[src/rtl/zeus_bus_pkg.sv]
// Shared types and constants for the CPU-side Wishbone initiator.
package zeus_bus_pkg;

    localparam int unsigned ADDR_W = 24;
    localparam int unsigned DATA_W = 8;

    // Read data returned to the CPU when a transaction times out
    localparam logic [DATA_W-1:0] BUS_ERR_DATA = 8'hFF;

    typedef enum logic [1:0] {
        IDLE     = 2'd0,
        REQ      = 2'd1,
        WAIT_ACK = 2'd2,
        DONE     = 2'd3
    } wb_state_e;

    // 65C816 cycle-type tags carried alongside the address
    typedef struct packed {
        logic vp;
        logic vpa;
        logic vda;
    } cpu_tag_t;

endpackage

[src/rtl/bus_timeout_counter.sv]
// Watchdog for the ack wait: counts WAIT_ACK cycles without ack.
module bus_timeout_counter #(
    parameter int unsigned TIMEOUT_CYCLES = 255
) (
    input  logic clk,
    input  logic rst,
    input  logic clear,
    input  logic enable,
    input  logic hit,
    output logic expired
);

    localparam int unsigned CNT_W = $clog2(TIMEOUT_CYCLES + 1);
    localparam logic [CNT_W-1:0] LAST = CNT_W'(TIMEOUT_CYCLES - 1);

    logic [CNT_W-1:0] cnt_q;
    logic [CNT_W-1:0] cnt_d;

    // Next count: clear on WAIT_ACK entry, advance on each unacked cycle
    always_comb begin
        cnt_d = cnt_q;
        if (clear) begin
            cnt_d = '0;
        end else if (enable && !hit && (cnt_q != LAST)) begin
            cnt_d = cnt_q + CNT_W'(1);
        end
    end

    // Count register
    always_ff @(posedge clk) begin
        if (rst) begin
            cnt_q <= '0;
        end else begin
            cnt_q <= cnt_d;
        end
    end

    // Current cycle is the last allowed unacked WAIT_ACK cycle
    assign expired = enable && !hit && (cnt_q == LAST);

endmodule

[src/rtl/cpu_wb_initiator.sv]
// CPU request -> single-beat pipelined Wishbone initiator.
// Optional ack watchdog enabled by defining CPU_WB_TIMEOUT_EN.
module cpu_wb_initiator
    import zeus_bus_pkg::*;
#(
    parameter int unsigned TIMEOUT_CYCLES = 255
) (
    input  logic              wb_clk_i,
    input  logic              wb_reset_i,
    input  logic              cpu_req_i,
    input  logic [ADDR_W-1:0] cpu_addr_i,
    input  logic              cpu_we_i,
    input  logic [DATA_W-1:0] cpu_wdata_i,
    input  logic              cpu_vp_i,
    input  logic              cpu_vpa_i,
    input  logic              cpu_vda_i,
    output logic              cpu_busy_o,
    output logic              cpu_done_o,
    output logic [DATA_W-1:0] cpu_rdata_o,
    output logic              cpu_abort_o,
    output logic              cpu_buserr_o,
    output logic [ADDR_W-1:0] wb_addr_o,
    output logic [DATA_W-1:0] wb_data_o,
    output logic              wb_write_o,
    output logic              wb_cyc_o,
    output logic              wb_strobe_o,
    input  logic [DATA_W-1:0] wb_data_i,
    input  logic              wb_ack_i,
    input  logic              wb_stall_i,
    output logic              wb_vp_o,
    output logic              wb_vpa_o,
    output logic              wb_vda_o,
    input  logic              access_violation_i
);

    if (TIMEOUT_CYCLES < 1 || TIMEOUT_CYCLES > 65535) begin : g_bad_timeout
        $error("TIMEOUT_CYCLES must be within 1..65535");
    end

    wb_state_e         state_q, state_d;
    logic              cyc_q, cyc_d;
    logic              stb_q, stb_d;
    logic              we_q, we_d;
    logic [ADDR_W-1:0] addr_q, addr_d;
    logic [DATA_W-1:0] wdata_q, wdata_d;
    cpu_tag_t          tag_q, tag_d;
    logic              busy_q, busy_d;
    logic              done_q, done_d;
    logic [DATA_W-1:0] rdata_q, rdata_d;
    logic              abort_q, abort_d;
    logic              buserr_q, buserr_d;

`ifdef CPU_WB_TIMEOUT_EN
    logic tmo_clear_c;
    logic tmo_expired_c;

    bus_timeout_counter #(
        .TIMEOUT_CYCLES (TIMEOUT_CYCLES)
    ) u_timeout (
        .clk     (wb_clk_i),
        .rst     (wb_reset_i),
        .clear   (tmo_clear_c),
        .enable  (state_q == WAIT_ACK),
        .hit     (wb_ack_i),
        .expired (tmo_expired_c)
    );
`endif

    // Next-state and next-output logic
    always_comb begin
        state_d  = state_q;
        cyc_d    = cyc_q;
        stb_d    = stb_q;
        we_d     = we_q;
        addr_d   = addr_q;
        wdata_d  = wdata_q;
        tag_d    = tag_q;
        busy_d   = busy_q;
        done_d   = 1'b0;
        rdata_d  = rdata_q;
        abort_d  = abort_q;
        buserr_d = buserr_q;
`ifdef CPU_WB_TIMEOUT_EN
        tmo_clear_c = 1'b0;
`endif
        unique case (state_q)
            IDLE: begin
                if (cpu_req_i) begin
                    state_d  = REQ;
                    cyc_d    = 1'b1;
                    stb_d    = 1'b1;
                    we_d     = cpu_we_i;
                    addr_d   = cpu_addr_i;
                    wdata_d  = cpu_wdata_i;
                    tag_d    = '{vp: cpu_vp_i, vpa: cpu_vpa_i, vda: cpu_vda_i};
                    busy_d   = 1'b1;
                    abort_d  = 1'b0;
                    buserr_d = 1'b0;
                end
            end
            REQ: begin
                if (!wb_stall_i) begin
                    state_d = WAIT_ACK;
                    stb_d   = 1'b0;
`ifdef CPU_WB_TIMEOUT_EN
                    tmo_clear_c = 1'b1;
`endif
                end
            end
            WAIT_ACK: begin
                if (access_violation_i) begin
                    abort_d = 1'b1;
                end
                if (wb_ack_i) begin
                    state_d = DONE;
                    cyc_d   = 1'b0;
                    busy_d  = 1'b0;
                    done_d  = 1'b1;
                    if (!we_q) begin
                        rdata_d = wb_data_i;
                    end
                end
`ifdef CPU_WB_TIMEOUT_EN
                else if (tmo_expired_c) begin
                    state_d  = DONE;
                    cyc_d    = 1'b0;
                    busy_d   = 1'b0;
                    done_d   = 1'b1;
                    rdata_d  = BUS_ERR_DATA;
                    buserr_d = 1'b1;
                end
`endif
            end
            DONE: begin
                state_d = IDLE;
            end
            default: begin
                state_d = IDLE;
            end
        endcase
    end

    // State and output registers; reset discards any in-flight transaction
    always_ff @(posedge wb_clk_i) begin
        if (wb_reset_i) begin
            state_q  <= IDLE;
            cyc_q    <= 1'b0;
            stb_q    <= 1'b0;
            we_q     <= 1'b0;
            addr_q   <= '0;
            wdata_q  <= '0;
            tag_q    <= '0;
            busy_q   <= 1'b0;
            done_q   <= 1'b0;
            rdata_q  <= '0;
            abort_q  <= 1'b0;
            buserr_q <= 1'b0;
        end else begin
            state_q  <= state_d;
            cyc_q    <= cyc_d;
            stb_q    <= stb_d;
            we_q     <= we_d;
            addr_q   <= addr_d;
            wdata_q  <= wdata_d;
            tag_q    <= tag_d;
            busy_q   <= busy_d;
            done_q   <= done_d;
            rdata_q  <= rdata_d;
            abort_q  <= abort_d;
            buserr_q <= buserr_d;
        end
    end

    assign wb_cyc_o     = cyc_q;
    assign wb_strobe_o  = stb_q;
    assign wb_write_o   = we_q;
    assign wb_addr_o    = addr_q;
    assign wb_data_o    = wdata_q;
    assign wb_vp_o      = tag_q.vp;
    assign wb_vpa_o     = tag_q.vpa;
    assign wb_vda_o     = tag_q.vda;
    assign cpu_busy_o   = busy_q;
    assign cpu_done_o   = done_q;
    assign cpu_rdata_o  = rdata_q;
    assign cpu_abort_o  = abort_q;
    assign cpu_buserr_o = buserr_q;

endmodule

[config.mk]
export PLATFORM = sky130hd
export DESIGN_NAME = cpu_wb_initiator
export DESIGN_NICKNAME = d
export VERILOG_FILES = /design/src/rtl/zeus_bus_pkg.sv /design/src/rtl/bus_timeout_counter.sv /design/src/rtl/cpu_wb_initiator.sv
export SDC_FILE = /design/constraint.sdc
export NUM_CORES = 1
export LEC_CHECK = 0
export CAP_MARGIN = 5
export CELL_PAD_IN_SITES_DETAIL_PLACEMENT = 1
export CELL_PAD_IN_SITES_GLOBAL_PLACEMENT = 1
export CORE_MARGIN = 2
export CORE_UTILIZATION = 28
export CTS_BUF_LIST = sky130_fd_sc_hd__clkbuf_4
export CTS_CLUSTER_DIAMETER = 150
export CTS_CLUSTER_SIZE = 14
export DETAILED_ROUTE_END_ITERATION = 8
export PLACE_DENSITY = 0.9
export SLEW_MARGIN = 40
export SYNTH_ARGS = -nofsm -noshare
export SYNTH_HDL_FRONTEND = slang
export SYNTH_HIERARCHICAL = 1
export SYNTH_SLANG_ARGS = --single-unit
export TNS_END_PERCENT = 20
[constraint.sdc]
create_clock -name wb_clk_i -period 2.07 [get_ports wb_clk_i]
set_input_delay 0.414 -clock wb_clk_i [delete_from_list [all_inputs] [get_ports wb_clk_i]]
set_output_delay 0.414 -clock wb_clk_i [all_outputs]
set_load 0.05 [all_outputs]
==> results.py <==
metrics = {
    "status": {
        "status": "finished clean",
    },
    "die": {
        "die_area_um2": 7430,
        "start_util_pct": 29.4,
        "die_x_um": 86.2,
        "ioPinCount": 100,
        "rows": 29,
        "die_h_um": 86.2,
        "core_um2": 6420,
    },
    "clock_tree": {
        "hold_buffers": 0,
        "clk_pin_slew_ns": 0.13,
        "tritoncts": "done",
        "clock_latency_ns": 0.36,
        "numCtsBuffers": 5,
        "cts-resized-gates": 0,
        "cts_root_buffer": "clkbuf_4",
        "clock_path_buffers": 2,
        "post_cts_buffers": 0,
        "numClockSinks": 50,
        "htree_levels": 2,
    },
    "placement": {
        "dp_hpwl_um": 4180,
        "dp.cells": 394,
        "pre_cts_ws_ns": 0.225,
        "postPlaceCellArea_um2": 2960,
        "place.gp.congestion": 0.694,
        "port_buffers": 98,
    },
    "sta": {
        "finalSetupTns_ns": 0,
        "setup_viol": 0,
        "max_freq_mhz": 503,
        "period_needed_ns": 1.99,
        "max_slew.worst_pin.slew_ns": 0.526,
        "maxSlewViolCount": 0,
        "clock_skew_ns": 0.00732,
        "setup_ws_ns": 0.0839,
        "hold_violations": 0,
        "max_slew_margin_pct": 64.8,
        "rsz0062_at_grt": "false",
        "finalCritPeriodShare_pct": 95.9,
    },
    "hold_path": {
        "hold_depth": 2,
        "worstHoldStart": "wb_addr_o[8]",
        "hold_class": "reg -> reg",
        "min_to": "wb_addr_o[8]",
    },
    "power_and_ir_drop": {
        "leakage_nw": 1.17,
        "power.density_nw_per_um2": 1150,
        "ir_drop_mv": 0.409,
    },
    "synth": {
        "synth_xor_xnor_area_share_pct": 0,
        "yosys.area_share.adder_pct": 3.31,
        "synth_compound_area_share_pct": 13.2,
        "netlist_area_um2": 1890,
        "avgSynthCellArea_um2": 8.26,
        "yosysWarnings": 6,
        "yosys.area_share.simple_pct": 21.4,
        "synth_cell_types": 25,
        "syn-num-nets": 284,
        "seq_area_frac_synth_pct": 52.9,
        "ys_seq_elements": 50,
        "syn_inst": 229,
        "synth_mux_area_share_pct": 4.24,
        "synth_top_family_by_area": "simple AND/OR/NAND/NOR gates",
    },
    "finish": {
        "mostFrequentLayoutCells": "97 x clkdlybuf4s50_1, 74 x nand2_1, 50 x dfxtp_1",
        "synthToLayoutAreaGrowth_pct": 58.7,
        "stdcell_count": 400,
        "drive_above_1_share_pct": 3.72,
        "final_cell_area_um2": 3000,
        "antenna_cells": 0,
        "final_common_cell": "clkdlybuf4s50_1",
        "nets": 379,
        "num-fill-cells": 759,
    },
    "setup_path": {
        "r2r_slack_ns": 0.33,
        "crit_required_ns": 1.66,
        "cp_cell_sequence": "clkdlybuf4s50_1",
        "path_delay_family": "buffers and inverters",
        "cpPeakStageDelay_ns": 0.82,
        "endpoint_kind": "output port",
        "critPathLaunch": "cpu_busy_o",
        "cp_slowest_cell": "clkdlybuf4s50_1",
        "start_kind": "flip-flop",
        "r2r_start": "state_q[1]",
        "r2r-end": "state_q[0]",
        "path_max_fanout": 4,
        "r2r_cells": 5,
        "crit_buf_inv": 1,
        "crit_arrival_ns": 1.57,
        "path_class": "reg -> out",
    },
    "grt": {
        "gr-total-overflow": 0,
        "grt_first_pass_wirelength_um": 9230,
        "antenna_found_initial": 0,
        "grt_max_degree": 37,
        "track_usage_pct": 15.5,
        "grt_pass1_vias": 2047,
    },
    "detailed_routing": {
        "drtAntennaViolNets": 0,
        "drt_iter0_drc": 39,
        "drc": 0,
        "drt_pass1_iterations": 4,
        "via_count": 1875,
        "wl_per_cell_um": 13.9,
        "wirelength_um": 5580,
        "avgViaCountPerCell": 4.69,
    },
    "job": {
        "drv_cap": 0,
    },
}
per-layer routing:
metal	global-route usage [%]	vias to the layer above	part of all wire (%)
li1	-	928	-
met1	17.2	875	41
met2	27.8	66	50
met3	6.19	6	8.1
met4	3.84	0	1.0
met5	0	-	0
logic make-up after synthesis:
logic type / after synthesis
other: 1
adders and majority gates: 5
and+or+nand+nor: 97
AOI/OAI and AO/OA: 48
DFF: 50
muxes: 8
buffers and inverters: 20
power breakdown:
part,internal [W],switching [W]
registers,0.00115,0.000109
logic,0.000643,0.00115
clock network,0.000117,0.000289
total,0.00191,0.00155
sequential cells by signal, summed over array words and instances, names as in the netlist:
signal       cells
wb_vda_o         1
wb_addr_o       24
state_q          2
wb_data_o        8
wb_write_o       1
wb_vpa_o         1
wb_vp_o          1
cpu_abort_o      1
wb_strobe_o      1
cpu_rdata_o      8
cpu_busy_o       1
cpu_done_o       1
worst max-delay path by stage:
| stage | slack [ns] | to | depth (start not counted) |
|---|---|---|---|
| final | 0.08 | cpu_busy_o | 1 |
| after global routing | 0.01 | wb_cyc_o | 1 |
| after CTS | 0.04 | cpu_busy_o | 1 |
| after detailed placement | 0.22 | state_q[0] | 4 |
| after global placement | 0.27 | state_q[0] | 4 |
| after floorplan | 0.56 | state_q[0] | 5 |
final cells by class:
type / instances / area [um2] / area share, %
multi-input cells: 159 / 801 / 26.7
well taps: 77 / 96.3 / 3.21
clock buffers: 5 / 37.5 / 1.25
flip-flops and latches: 50 / 1000 / 33.4
clock inverters: 1 / 3.75 / 0.125
inverters: 4 / 15.0 / 0.500
repair buffers: 104 / 1050 / 34.9
per-stage QoR:
| step | utilization (%) | hold WS, ns | power (W) |
|---|---|---|---|
| 2_1_floorplan | - | 0.461 | 0.00245 |
| 3_3_place_gp | 46.1 | 0.442 | 0.00304 |
| 3_5_place_dp | 46.1 | 0.450 | 0.00309 |
| 4_1_cts | 46.7 | 0.468 | 0.00352 |
| 5_1_grt | 46.7 | 0.486 | 0.00368 |
| 6_report | 46.7 | 0.463 | 0.00345 |
synthesized netlist by cell type, drive strengths merged:
master	number	area (um2)
or4	1	7.51
nor2	10	37.5
or4b	1	10.0
mux2i	8	80.1
dfxtp	50	1000
a31oi	1	6.26
nand2	74	278
o211ai	1	7.51
and2	2	12.5
nor2b	3	18.8
a21oi	42	210
nand2b	1	6.26
o31ai	2	15.0
conb	1	3.75
inv	4	15.0
nand4b	1	8.76
o21ai	2	10.0
clkbuf	9	33.8
and3	1	6.26
buf	7	40.0
ha	5	62.6
nor3b	1	7.51
nand3b	1	7.51
nor3	1	5.00
Power figures use the tool's default switching activity.
